--- src/rtl/pc_control_fsm.sv ---
// Moore control FSM feeding the program counter, IR load and datapath controls.
// Optional single-step mode under CTRL_SINGLE_STEP_EN adds a step input and WAIT_STEP state.
module pc_control_fsm #(
  parameter logic [2:0] ALU_PASS = 3'd0,
  parameter logic [2:0] ALU_ADD  = 3'd1,
  parameter logic [2:0] ALU_SUB  = 3'd2
) (
  input  logic        clk,
  input  logic        reset,
`ifdef CTRL_SINGLE_STEP_EN
  input  logic        step,
`endif
  input  logic [15:0] IR,
  output logic        PC_clr,
  output logic        PC_up,
  output logic        IR_ld,
  output logic [7:0]  D_addr,
  output logic        D_wr,
  output logic        RF_s,
  output logic [3:0]  RF_W_addr,
  output logic        RF_W_en,
  output logic [3:0]  RF_Ra_addr,
  output logic [3:0]  RF_Rb_addr,
  output logic [2:0]  ALU_s0,
  output logic [3:0]  state
);

  typedef enum logic [3:0] {
    S_INIT = 4'd0, S_FETCH = 4'd1, S_DECODE = 4'd2, S_NOOP = 4'd3,
    S_LOAD_A = 4'd4, S_LOAD_B = 4'd5, S_STORE = 4'd6, S_ADD = 4'd7,
    S_SUB = 4'd8, S_HALT = 4'd9, S_WAIT_STEP = 4'd10
  } state_t;

  state_t cur;
  state_t done_nxt;

  // Where an instruction goes once its execute phase is finished.
`ifdef CTRL_SINGLE_STEP_EN
  assign done_nxt = S_WAIT_STEP;
`else
  assign done_nxt = S_FETCH;
`endif

  always_ff @(posedge clk or posedge reset) begin
    if (reset) begin
      cur <= S_INIT;
    end else begin
      case (cur)
        S_INIT:   cur <= S_FETCH;
        S_FETCH:  cur <= S_DECODE;
        S_DECODE: begin
          case (IR[15:12])
            4'h1:    cur <= S_STORE;
            4'h2:    cur <= S_LOAD_A;
            4'h3:    cur <= S_ADD;
            4'h4:    cur <= S_SUB;
            4'h5:    cur <= S_HALT;
            default: cur <= S_NOOP;
          endcase
        end
        S_LOAD_A: cur <= S_LOAD_B;
        S_NOOP, S_LOAD_B, S_STORE, S_ADD, S_SUB: cur <= done_nxt;
        S_HALT:   cur <= S_HALT;
`ifdef CTRL_SINGLE_STEP_EN
        S_WAIT_STEP: if (step) cur <= S_FETCH;
`endif
        default:  cur <= S_INIT;
      endcase
    end
  end

  // Outputs decode straight from state so reset pulls the strobes low without a clock.
  always_comb begin
    PC_clr     = 1'b0;
    PC_up      = 1'b0;
    IR_ld      = 1'b0;
    D_addr     = 8'h00;
    D_wr       = 1'b0;
    RF_s       = 1'b0;
    RF_W_addr  = 4'h0;
    RF_W_en    = 1'b0;
    RF_Ra_addr = 4'h0;
    RF_Rb_addr = 4'h0;
    ALU_s0     = ALU_PASS;
    case (cur)
      S_INIT:  PC_clr = 1'b1;
      S_FETCH: begin
        PC_up = 1'b1;
        IR_ld = 1'b1;
      end
      S_LOAD_A, S_LOAD_B: begin
        D_addr    = IR[11:4];
        RF_s      = 1'b1;
        RF_W_addr = IR[3:0];
        RF_W_en   = (cur == S_LOAD_B);
      end
      S_STORE: begin
        D_addr     = IR[7:0];
        RF_Ra_addr = IR[11:8];
        D_wr       = 1'b1;
      end
      S_ADD, S_SUB: begin
        RF_Ra_addr = IR[11:8];
        RF_Rb_addr = IR[7:4];
        RF_W_addr  = IR[3:0];
        RF_W_en    = 1'b1;
        ALU_s0     = (cur == S_ADD) ? ALU_ADD : ALU_SUB;
      end
      default: ;
    endcase
  end

  assign state = cur;

endmodule

--- config.mk ---
export PLATFORM = sky130hd
export DESIGN_NAME = pc_control_fsm
export DESIGN_NICKNAME = d
export VERILOG_FILES = /design/src/rtl/pc_control_fsm.sv
export SDC_FILE = /design/constraint.sdc
export NUM_CORES = 1
export LEC_CHECK = 0
export ABC_AREA = 1
export CAP_MARGIN = 10
export CORE_MARGIN = 5
export CORE_UTILIZATION = 32
export DETAILED_ROUTE_END_ITERATION = 16
export GPL_ROUTABILITY_DRIVEN = 0
export PLACE_DENSITY = 0.82
export SLEW_MARGIN = 20
export SYNTH_ARGS = -nofsm -noshare
export SYNTH_HDL_FRONTEND = slang
export SYNTH_SLANG_ARGS = --single-unit
--- constraint.sdc ---
create_clock -name clk -period 1.71 [get_ports clk]
set_input_delay 0.342 -clock clk [delete_from_list [all_inputs] [get_ports clk]]
set_output_delay 0.342 -clock clk [all_outputs]
set_load 0.02 [all_outputs]
==> flow_summary.toml <==
[sta]
hold_viol_final = 0
rsz0062_at_grt = "true"
worst_hold_slack_ns = 0.268
fmax_ghz = 0.529
slew_viol_final = 0
clock_skew_ns = 0.0155
layout_setup_ws_ns = -0.180
layout_min_cycle_time_ns = 1.89
period_share_pct = 111
setup_viol = 23
tns_ns = -2.42

[synth]
synth_xor_area_share_pct = 0
ys_top_cells_by_area = "nand2_1 (21%), dfrtp_1 (18%), inv_1 (15%), nand3_2 (7.1%), o21ai_0 (6.3%)"
synth-compound-area-share_pct = 14.3
synth_top_area_share_pct = 20.8
synth_mux_area_share_pct = 0
syn_area_um2 = 561
synth_top_area_cell = "nand2_1"
syn-num-nets = 120
synth_cells = 102
yosys_warnings = 0
yosysSeqAreaShare_pct = 17.9
synth-simple-area-share_pct = 45.1
synth_top_family_by_area = "simple AND/OR/NAND/NOR gates"
yosysUniqueCellTypes = 18
syn_area_per_cell_um2 = 5.50
ys_seq_elements = 4
synth-adder-area-share_pct = 0

[detailed_routing]
vias = 988
drt_first_pass_iters = 4
drc = 0
viasPerCell = 5.04
drt_iter0_markers = 13
routed_wl_mm = 3.00
routedWlPerCell_um = 15.3
antenna_left = 0

[die]
die-height_um = 51.9
ios = 51
start_util_pct = 33.2
row_count = 15
die_w_um = 51.9
core_region_area_mm2 = 0.00169
dieArea_mm2 = 0.00269

[placed_design]
port_buffers = 49
placed_area_mm2 = 0.00117
place_hpwl_mm = 1.91

[cells_and_area]
seq_area_um2 = 105
fill_cells = 120
nNetsFinal = 199
largest_reg_flops = 4
multiInputGateArea_um2 = 422
fin_area_mm2 = 0.00138
diodes = 0
drive_gt1_share_pct = 54.2
area_growth_pct = 146

[global_route]
grt_overflow = 0
grt_util_all_layers_pct = 20.2
grt_pass1_wl_mm = 4.04
antenna_found_initial = 0
grt_pass1_vias = 973
grt_max_degree = 7

[worst_setup_path]
cp_max_fo = 6
crit_path_start_kind = "flip-flop"
path_class = "flip-flop to primary output"
r2r_setup_slack_ns = 0.16
crit_arrival_ns = 1.55
r2r_start = "state[3]"
cp-end-kind = "primary output"
rr_worst_depth = 7
max_stage_delay_ns = 0.44
required_ns = 1.37
crit_chain = "nor2_4 > nand2_4 > inv_4 > nand2_1 > o21ai_1 > buf_4"
rr_endpoint = "state[2]"
crit_path_top_delay_cell = "dfrtp_2"

[pwr]
peakVddDrop_mv = 0.912
p_leak_nw = 0.808
power.density_mw_per_mm2 = 974

[run]
drv_cap = 0

[clock_tree]
clockBufferDepth = 2
cts_tree = "built"
cts_root_buffer = "clkbuf_4"
cts_made_buffers = 3
insertion_delay_ns = 0.26
cts.htree.levels = 1
clk_pin_slew_ns = 0.05
cts_sinks = 4

[outcome]
run_status = "finished, violations left"
violations = "negative setup slack"

[hold_path]
hold_class = "primary input to asynchronous set/reset pin"
what timing repair did:
action,in CTS,in global routing
gates cloned,0,0
pin swaps,6,6
resized for setup,165,38
endpoints found under the setup margin,31,29
hold buffers,0,0
buffers inserted,5,7
Yosys cell counts:
cell type	n
nand2_1	31
inv_1	22
o21ai_0	7
inv_2	5
nor2_1	5
o21ai_1	5
a21oi_1	4
dfrtp_1	4
nand3_1	4
nand3_2	4
buf_4	3
nand2_2	2
conb_1	1
nand4_1	1
nor2_2	1
nor2_4	1
nor3_1	1
nor3_4	1
worst max-delay path: cells and delay by family, from the launching register on:
| kind | cells | cell delay, ns |
|---|---|---|
| simple gates | 3 | 0.48 |
| flops | 1 | 0.44 |
| buf+inv | 2 | 0.27 |
| compound gates | 1 | 0.09 |
kinds of logic after synthesis:
logic type / after synthesis
buffers and inverters: 30
other: 1
flip-flops: 4
AND/OR/NAND/NOR: 51
AO/OA/AOI/OAI: 16
worst max path at each step:
stage	start	end	slack, ns	cells after the start
final	state[3]	D_addr[2]	-0.18	6
after detailed placement	state[1]	RF_W_addr[1]	-0.32	6
after CTS	state[2]	D_addr[4]	-0.09	5
after floorplan	state[1]	D_addr[4]	0.04	4
after global routing	state[3]	D_addr[2]	-0.22	6
after global placement	IR[4]	D_addr[4]	-0.29	4
final cells by class:
class | instances | area share (%)
clock buffers | 3 | 1.63
inverters | 27 | 7.89
multi-input cells | 68 | 30.6
flip-flops and latches | 4 | 7.62
well taps | 17 | 1.54
repair buffers | 77 | 50.7
power breakdown:
part,switching (mW),internal (mW)
logic,0.558,0.468
registers,0.0507,0.132
clock network,0.0547,0.0796
total,0.663,0.679
cells in the final DEF, fill, tap and decap left out:
cell type        instances
o21ai_1                  7
o21ai_0                  3
inv_2                    9
inv_4                    3
dlymetal6s2s_1           1
nor2_1                   4
clkbuf_4                 3
nor3_2                   1
buf_6                   16
buf_12                   1
dfrtp_2                  4
inv_1                   15
nor3_4                   1
nand3_2                  1
clkdlybuf4s50_1         17
a21oi_1                  4
dlygate4sd2_1            3
nand4_1                  1
buf_2                    1
nand2_2                  8
buf_4                   38
nand3_1                  3
o21ai_2                  2
nand3_4                  4
conb_1                   1
nand2_1                 23
nand2_4                  2
nor2_2                   1
nor2_4                   2
routing by layer:
metal,part of all wire (%),GRT usage [%],up-vias,routed length (um)
met5,0,0,-,0
met4,3.8,11.8,0,113
met3,6.1,2.58,11,184
met2,56,42.1,45,1670
met1,34,17.5,463,1030
li1,-,-,469,-
per-stage QoR:
step                      setup WS (ns)  cells  power, mW  utilization [%]
after detailed placement         -0.316    181       1.04             69.3
after global placement           -0.290    181       1.02             69.3
after floorplan                  0.0395    102      0.601                -
after CTS                       -0.0869    189       1.18             72.7
after global routing             -0.220    196       1.42             81.6
final                            -0.180    196       1.34             81.6
No activity file was read; power rests on OpenSTA's default activity.
